===== src/rtl/parity_frame_tx.sv =====
// Serial framer for a data word plus its upstream even-parity bit.
// Frame: start(0), data LSB-first, supplied parity, stop(1); each bit held BIT_CYCLES clocks.
module parity_frame_tx #(
  parameter int DATA_W     = 3,
  parameter int BIT_CYCLES = 4
) (
  input  logic              clk,
  input  logic              rst,
  input  logic [DATA_W-1:0] data_in,
  input  logic              parity_in,
  input  logic              load,
  output logic              busy,
  output logic              tx,
  output logic              done,
  output logic              perr
);

  localparam int CW = (BIT_CYCLES > 1) ? $clog2(BIT_CYCLES) : 1;
  localparam int IW = (DATA_W > 1) ? $clog2(DATA_W) : 1;
  localparam logic [CW-1:0] CYC_LAST = CW'(BIT_CYCLES - 1);
  localparam logic [IW-1:0] IDX_LAST = IW'(DATA_W - 1);

  typedef enum logic [2:0] {IDLE, START, DATA, PARITY, STOP} state_t;

  state_t            state_reg, state_next;
  logic [CW-1:0]     cyc_reg, cyc_next;
  logic [IW-1:0]     idx_reg, idx_next;
  logic [DATA_W-1:0] word_reg;
  logic              par_reg;
  logic              tx_reg, tx_next;
  logic              done_reg, done_next;
  logic              perr_reg;
  logic              accept;
  logic              bit_end;

  assign accept  = (state_reg == IDLE) && load;
  assign bit_end = (cyc_reg == CYC_LAST);

  // State register plus the datapath registers that move with it.
  always_ff @(posedge clk) begin
    if (rst) begin
      state_reg <= IDLE;
      cyc_reg   <= '0;
      idx_reg   <= '0;
      word_reg  <= '0;
      par_reg   <= 1'b0;
      tx_reg    <= 1'b1;
      done_reg  <= 1'b0;
      perr_reg  <= 1'b0;
    end else begin
      state_reg <= state_next;
      cyc_reg   <= cyc_next;
      idx_reg   <= idx_next;
      tx_reg    <= tx_next;
      done_reg  <= done_next;
      if (accept) begin
        word_reg <= data_in;
        par_reg  <= parity_in;
        perr_reg <= (^data_in) ^ parity_in;
      end
    end
  end

  always_comb begin
    state_next = state_reg;
    cyc_next   = cyc_reg;
    idx_next   = idx_reg;
    if (state_reg != IDLE) begin
      cyc_next = bit_end ? '0 : cyc_reg + 1'b1;
    end
    case (state_reg)
      IDLE: begin
        if (load) begin
          state_next = START;
          cyc_next   = '0;
          idx_next   = '0;
        end
      end
      START: begin
        if (bit_end) begin
          state_next = DATA;
          idx_next   = '0;
        end
      end
      DATA: begin
        if (bit_end) begin
          if (idx_reg == IDX_LAST) begin
            state_next = PARITY;
          end else begin
            idx_next = idx_reg + 1'b1;
          end
        end
      end
      PARITY: begin
        if (bit_end) begin
          state_next = STOP;
        end
      end
      STOP: begin
        if (bit_end) begin
          state_next = IDLE;
        end
      end
      default: state_next = IDLE;
    endcase
  end

  // tx is decoded from the upcoming state so the line itself is a flop.
  always_comb begin
    tx_next   = 1'b1;
    done_next = (state_reg == STOP) && bit_end;
    case (state_next)
      IDLE:    tx_next = 1'b1;
      START:   tx_next = 1'b0;
      DATA:    tx_next = word_reg[idx_next];
      PARITY:  tx_next = par_reg;
      STOP:    tx_next = 1'b1;
      default: tx_next = 1'b1;
    endcase
  end

  assign busy = (state_reg != IDLE);
  assign tx   = tx_reg;
  assign done = done_reg;
  assign perr = perr_reg;

endmodule


===== config.mk =====
export PLATFORM = sky130hd
export DESIGN_NAME = parity_frame_tx
export DESIGN_NICKNAME = d
export VERILOG_FILES = /design/src/rtl/parity_frame_tx.sv
export SDC_FILE = /design/constraint.sdc
export NUM_CORES = 1
export LEC_CHECK = 0
export ABC_CLOCK_PERIOD_IN_PS = 5100
export CAP_MARGIN = 20
export CORE_MARGIN = 3
export CORE_UTILIZATION = 54
export CTS_CLUSTER_SIZE = 14
export DETAILED_ROUTE_END_ITERATION = 8
export PLACE_DENSITY = 0.78
export REMOVE_ABC_BUFFERS = 1
export SLEW_MARGIN = 5
export SYNTH_ARGS = -nofsm -noshare
export SYNTH_HDL_FRONTEND = slang
export SYNTH_SLANG_ARGS = --single-unit

===== constraint.sdc =====
create_clock -name clk -period 5.1 [get_ports clk]
set_clock_uncertainty 0.15 [all_clocks]
set_input_delay 1.53 -clock clk [delete_from_list [all_inputs] [get_ports clk]]
set_output_delay 1.53 -clock clk [all_outputs]
set_load 0.01 [all_outputs]

==> flow_results.xml <==
<?xml version="1.0" encoding="UTF-8"?>
<metrics>
  <group name="setup_path">
    <metric name="worstSetupEndpointType" unit="">output port</metric>
    <metric name="r2r_cells" unit="">6</metric>
    <metric name="r2r-start" unit="">cyc_reg[0]</metric>
    <metric name="data_required_time_of_the_worst_path" unit="ns">3.42</metric>
    <metric name="reg2reg_slack" unit="ns">3.16</metric>
    <metric name="worstSetupStartpointType" unit="">flip-flop</metric>
    <metric name="critPathArrivalTime" unit="ns">1.56</metric>
    <metric name="worst-setup-path-type" unit="">reg -&gt; out</metric>
    <metric name="crit_fanout" unit="">8</metric>
    <metric name="critical_path.reg2reg.endpoint" unit="">tx</metric>
  </group>
  <group name="power">
    <metric name="peakVddDrop" unit="mV">0.135</metric>
    <metric name="total_power" unit="mW">0.213</metric>
    <metric name="switching_share_of_total_power" unit="">0.251</metric>
    <metric name="leakagePower" unit="nW">0.328</metric>
    <metric name="power.combinational.fraction" unit="">0.156</metric>
    <metric name="share_clk_of_total_power" unit="">0.286</metric>
    <metric name="internal_power_summed_over_all_cells" unit="mW">0.159</metric>
    <metric name="power-per-cell-area" unit="nW/um^2">253</metric>
    <metric name="power_share_of_the_sequential_group" unit="">0.558</metric>
    <metric name="power.switching" unit="mW">0.0534</metric>
  </group>
  <group name="floorplanning">
    <metric name="initial_core_util" unit="">0.613</metric>
    <metric name="placementRows" unit="">12</metric>
    <metric name="core-area" unit="sq um">1170</metric>
    <metric name="ios" unit="">11</metric>
    <metric name="design.die.area" unit="sq um">1800</metric>
    <metric name="floorplan.die.width" unit="microns">42.5</metric>
    <metric name="die_height" unit="microns">42.5</metric>
  </group>
  <group name="worst_hold_path">
    <metric name="min_from" unit="">par_reg</metric>
    <metric name="hold-path-endpoint" unit="">par_reg</metric>
    <metric name="hp-class" unit="">reg -&gt; reg</metric>
    <metric name="hold-path-cell-count" unit="">2</metric>
  </group>
  <group name="global_routing">
    <metric name="grt_pass1_vias" unit="">604</metric>
    <metric name="maximum_number_of_pins_on_one_net_before_global_route_repair" unit="">15</metric>
    <metric name="grt_usage" unit="">0.170</metric>
    <metric name="grt_antenna_before_repair" unit="">0</metric>
    <metric name="grt_overflow_total" unit="">0</metric>
    <metric name="grt_first_pass_wirelength" unit="microns">2340</metric>
  </group>
  <group name="clock_tree">
    <metric name="buffers_inserted_by_post_cts_timing_repair" unit="">0</metric>
    <metric name="hold_buffers" unit="">0</metric>
    <metric name="cts_tree" unit="">done</metric>
    <metric name="ctsResizeCount" unit="">0</metric>
    <metric name="cts_max_level" unit="">1</metric>
    <metric name="numClockSinks" unit="">14</metric>
    <metric name="clock_insertion_delay_worst_skew" unit="ns">0.28</metric>
    <metric name="clk_path_buf_depth" unit="">2</metric>
    <metric name="cts_made_buffers" unit="">3</metric>
    <metric name="path_clk_slew" unit="ns">0.08</metric>
    <metric name="cts-root-buf" unit="">clkbuf_4</metric>
  </group>
  <group name="sta">
    <metric name="report.final.slew_viol_count" unit="">0</metric>
    <metric name="rsz0062_at_grt" unit="">false</metric>
    <metric name="fmax" unit="GHz">0.309</metric>
    <metric name="totalNegativeSetupSlack" unit="ns">0</metric>
    <metric name="min_period" unit="ns">3.24</metric>
    <metric name="worst_slew_margin_rel" unit="">0.687</metric>
    <metric name="fin_crit_sh" unit="">0.635</metric>
    <metric name="worst-slew-pin-transition" unit="ns">0.468</metric>
    <metric name="hold_viol_final" unit="">0</metric>
    <metric name="finalSetupViolations" unit="">0</metric>
  </group>
  <group name="yosys">
    <metric name="synth_area" unit="sq um">718</metric>
    <metric name="synth-warning-count" unit="">0</metric>
    <metric name="netlist-cell-type-count" unit="">29</metric>
    <metric name="ys_ff_latch" unit="">14</metric>
    <metric name="synthesized_area_per_cell" unit="sq um">8.35</metric>
    <metric name="synth_seq_area_share" unit="">0.390</metric>
    <metric name="synth_cells" unit="">86</metric>
  </group>
  <group name="route">
    <metric name="avgRoutedWirePerCell" unit="microns">11.9</metric>
    <metric name="route.vias.total" unit="">611</metric>
    <metric name="drc_errors" unit="">0</metric>
    <metric name="drt_first_iter_violations" unit="">11</metric>
    <metric name="detail-route-antenna-nets" unit="">0</metric>
    <metric name="routed_wirelength" unit="microns">1300</metric>
    <metric name="vias_per_cell" unit="">5.55</metric>
    <metric name="detail_route.first_pass.iterations" unit="">4</metric>
  </group>
  <group name="final_layout">
    <metric name="area.growth.synth_to_final" unit="%">17.2</metric>
    <metric name="antenna_cells_inserted" unit="">0</metric>
    <metric name="layout_cell_share_with_drive_strength_beyond_1" unit="">0.0729</metric>
    <metric name="final_net_count" unit="">109</metric>
    <metric name="fillerInstances" unit="">99</metric>
  </group>
  <group name="place">
    <metric name="detailedPlacementHpwl" unit="microns">989</metric>
    <metric name="io_buffer_count" unit="">10</metric>
    <metric name="rd_place_congestion" unit="">0.721</metric>
  </group>
  <group name="run_status">
    <metric name="status" unit="">completed</metric>
  </group>
  <group name="run">
    <metric name="cap_violations" unit="">0</metric>
  </group>
</metrics>
==> through the flow <==
| stage | setup WS (ns) | utilization | cells | hold slack, ns | instance area [sq um] |
|---|---|---|---|---|---|
| floorplan | 2.51 | - | 83 | 0.280 | 702 |
| global placement | 1.80 | 0.700 | 107 | 0.292 | 820 |
| detailed placement | 1.75 | 0.700 | 107 | 0.299 | 820 |
| CTS | 1.85 | 0.719 | 110 | 0.312 | 842 |
| global route | 1.78 | 0.719 | 110 | 0.338 | 842 |
| finish | 1.86 | 0.719 | 110 | 0.307 | 842 |
==> how the worst max path moves through the flow <==
| stage | slack [ns] | from | to | cells after the start |
|---|---|---|---|---|
| after detailed placement | 1.75 | rst | tx | 4 |
| after global routing | 1.78 | state_reg[1] | busy | 3 |
| final | 1.86 | state_reg[1] | busy | 3 |
| after global placement | 1.80 | rst | tx | 4 |
| after CTS | 1.85 | state_reg[1] | busy | 3 |
| after floorplan | 2.51 | load | tx | 5 |
==> metal layers <==
metal	vias to the layer above	GRT usage	share of wire
met2	14	0.277	0.46
met1	278	0.200	0.47
met3	4	0.0601	0.048
met4	0	0.0745	0.016
li1	315	-	-
met5	-	0	0
==> power by group through the flow <==
stage               logic, mW  registers, mW  clock network, mW
floorplan              0.0179          0.121                  0
global placement       0.0325          0.121                  0
detailed placement     0.0332          0.121                  0
CTS                    0.0334          0.119             0.0622
global route           0.0371          0.120             0.0679
finish                 0.0331          0.119             0.0609
==> synth_stat cells (all sizes together) <==
master | number | area share
a211oi | 3 | 0.031
a21o | 1 | 0.012
a21oi | 7 | 0.049
a31oi | 1 | 0.0087
a32oi | 3 | 0.037
and3 | 1 | 0.0087
buf | 1 | 0.010
clkbuf | 2 | 0.012
dfxtp | 14 | 0.39
ha | 4 | 0.070
inv | 6 | 0.031
maj3 | 1 | 0.014
mux2i | 1 | 0.014
nand2 | 15 | 0.078
nand3 | 1 | 0.0070
nand4b | 1 | 0.012
nor2 | 8 | 0.042
nor3 | 3 | 0.037
nor3b | 1 | 0.010
o211a | 1 | 0.014
o21ai | 2 | 0.014
or2 | 2 | 0.017
or2b | 1 | 0.012
or3 | 1 | 0.0087
or4 | 1 | 0.010
xnor2 | 4 | 0.049
==> cell families (layout without fill, tap and decap cells) <==
family	Yosys count	count (layout)	synth area share
flops	14	14	0.390
simple gates	35	35	0.244
fa+ha+maj	5	5	0.0836
compound gates	18	18	0.166
xor+xnor	4	4	0.0488
buf+inv	9	19	0.0540
mux	1	1	0.0139
==> layout make-up <==
| cell class | count | area [sq um] | area share |
|---|---|---|---|
| multi-input combinational | 63 | 399 | 0.474 |
| clock buffer | 3 | 22.5 | 0.0267 |
| timing repair buffer | 10 | 100 | 0.119 |
| tap | 14 | 17.5 | 0.0208 |
| inverter | 6 | 22.5 | 0.0267 |
| sequential | 14 | 280 | 0.333 |
==> cells in the final DEF (no fill, tap or decap) <==
cell             count
mux2i_1              1
or2_2                1
and3_1               1
nor3_4               1
or2_0                1
nor2_1               8
a32oi_1              3
a21o_2               1
o211a_1              1
a31oi_1              1
nand3_1              1
nand4b_1             1
xnor2_1              4
or3_1                1
nor3b_1              1
a21oi_1              7
nor3_1               2
clkdlybuf4s50_1     10
clkbuf_4             3
or2b_2               1
a211oi_1             3
nand2_1             15
dfxtp_1             14
o21ai_0              2
or4_1                1
inv_1                6
maj3_1               1
ha_1                 4
==> critical path, cell delays in order (launching register included) <==
cell and delay, ns:
dfxtp_1 0.40, nor3_4 0.29, inv_1 0.10, clkdlybuf4s50_1 0.49
(Power assumes the default switching activity.)
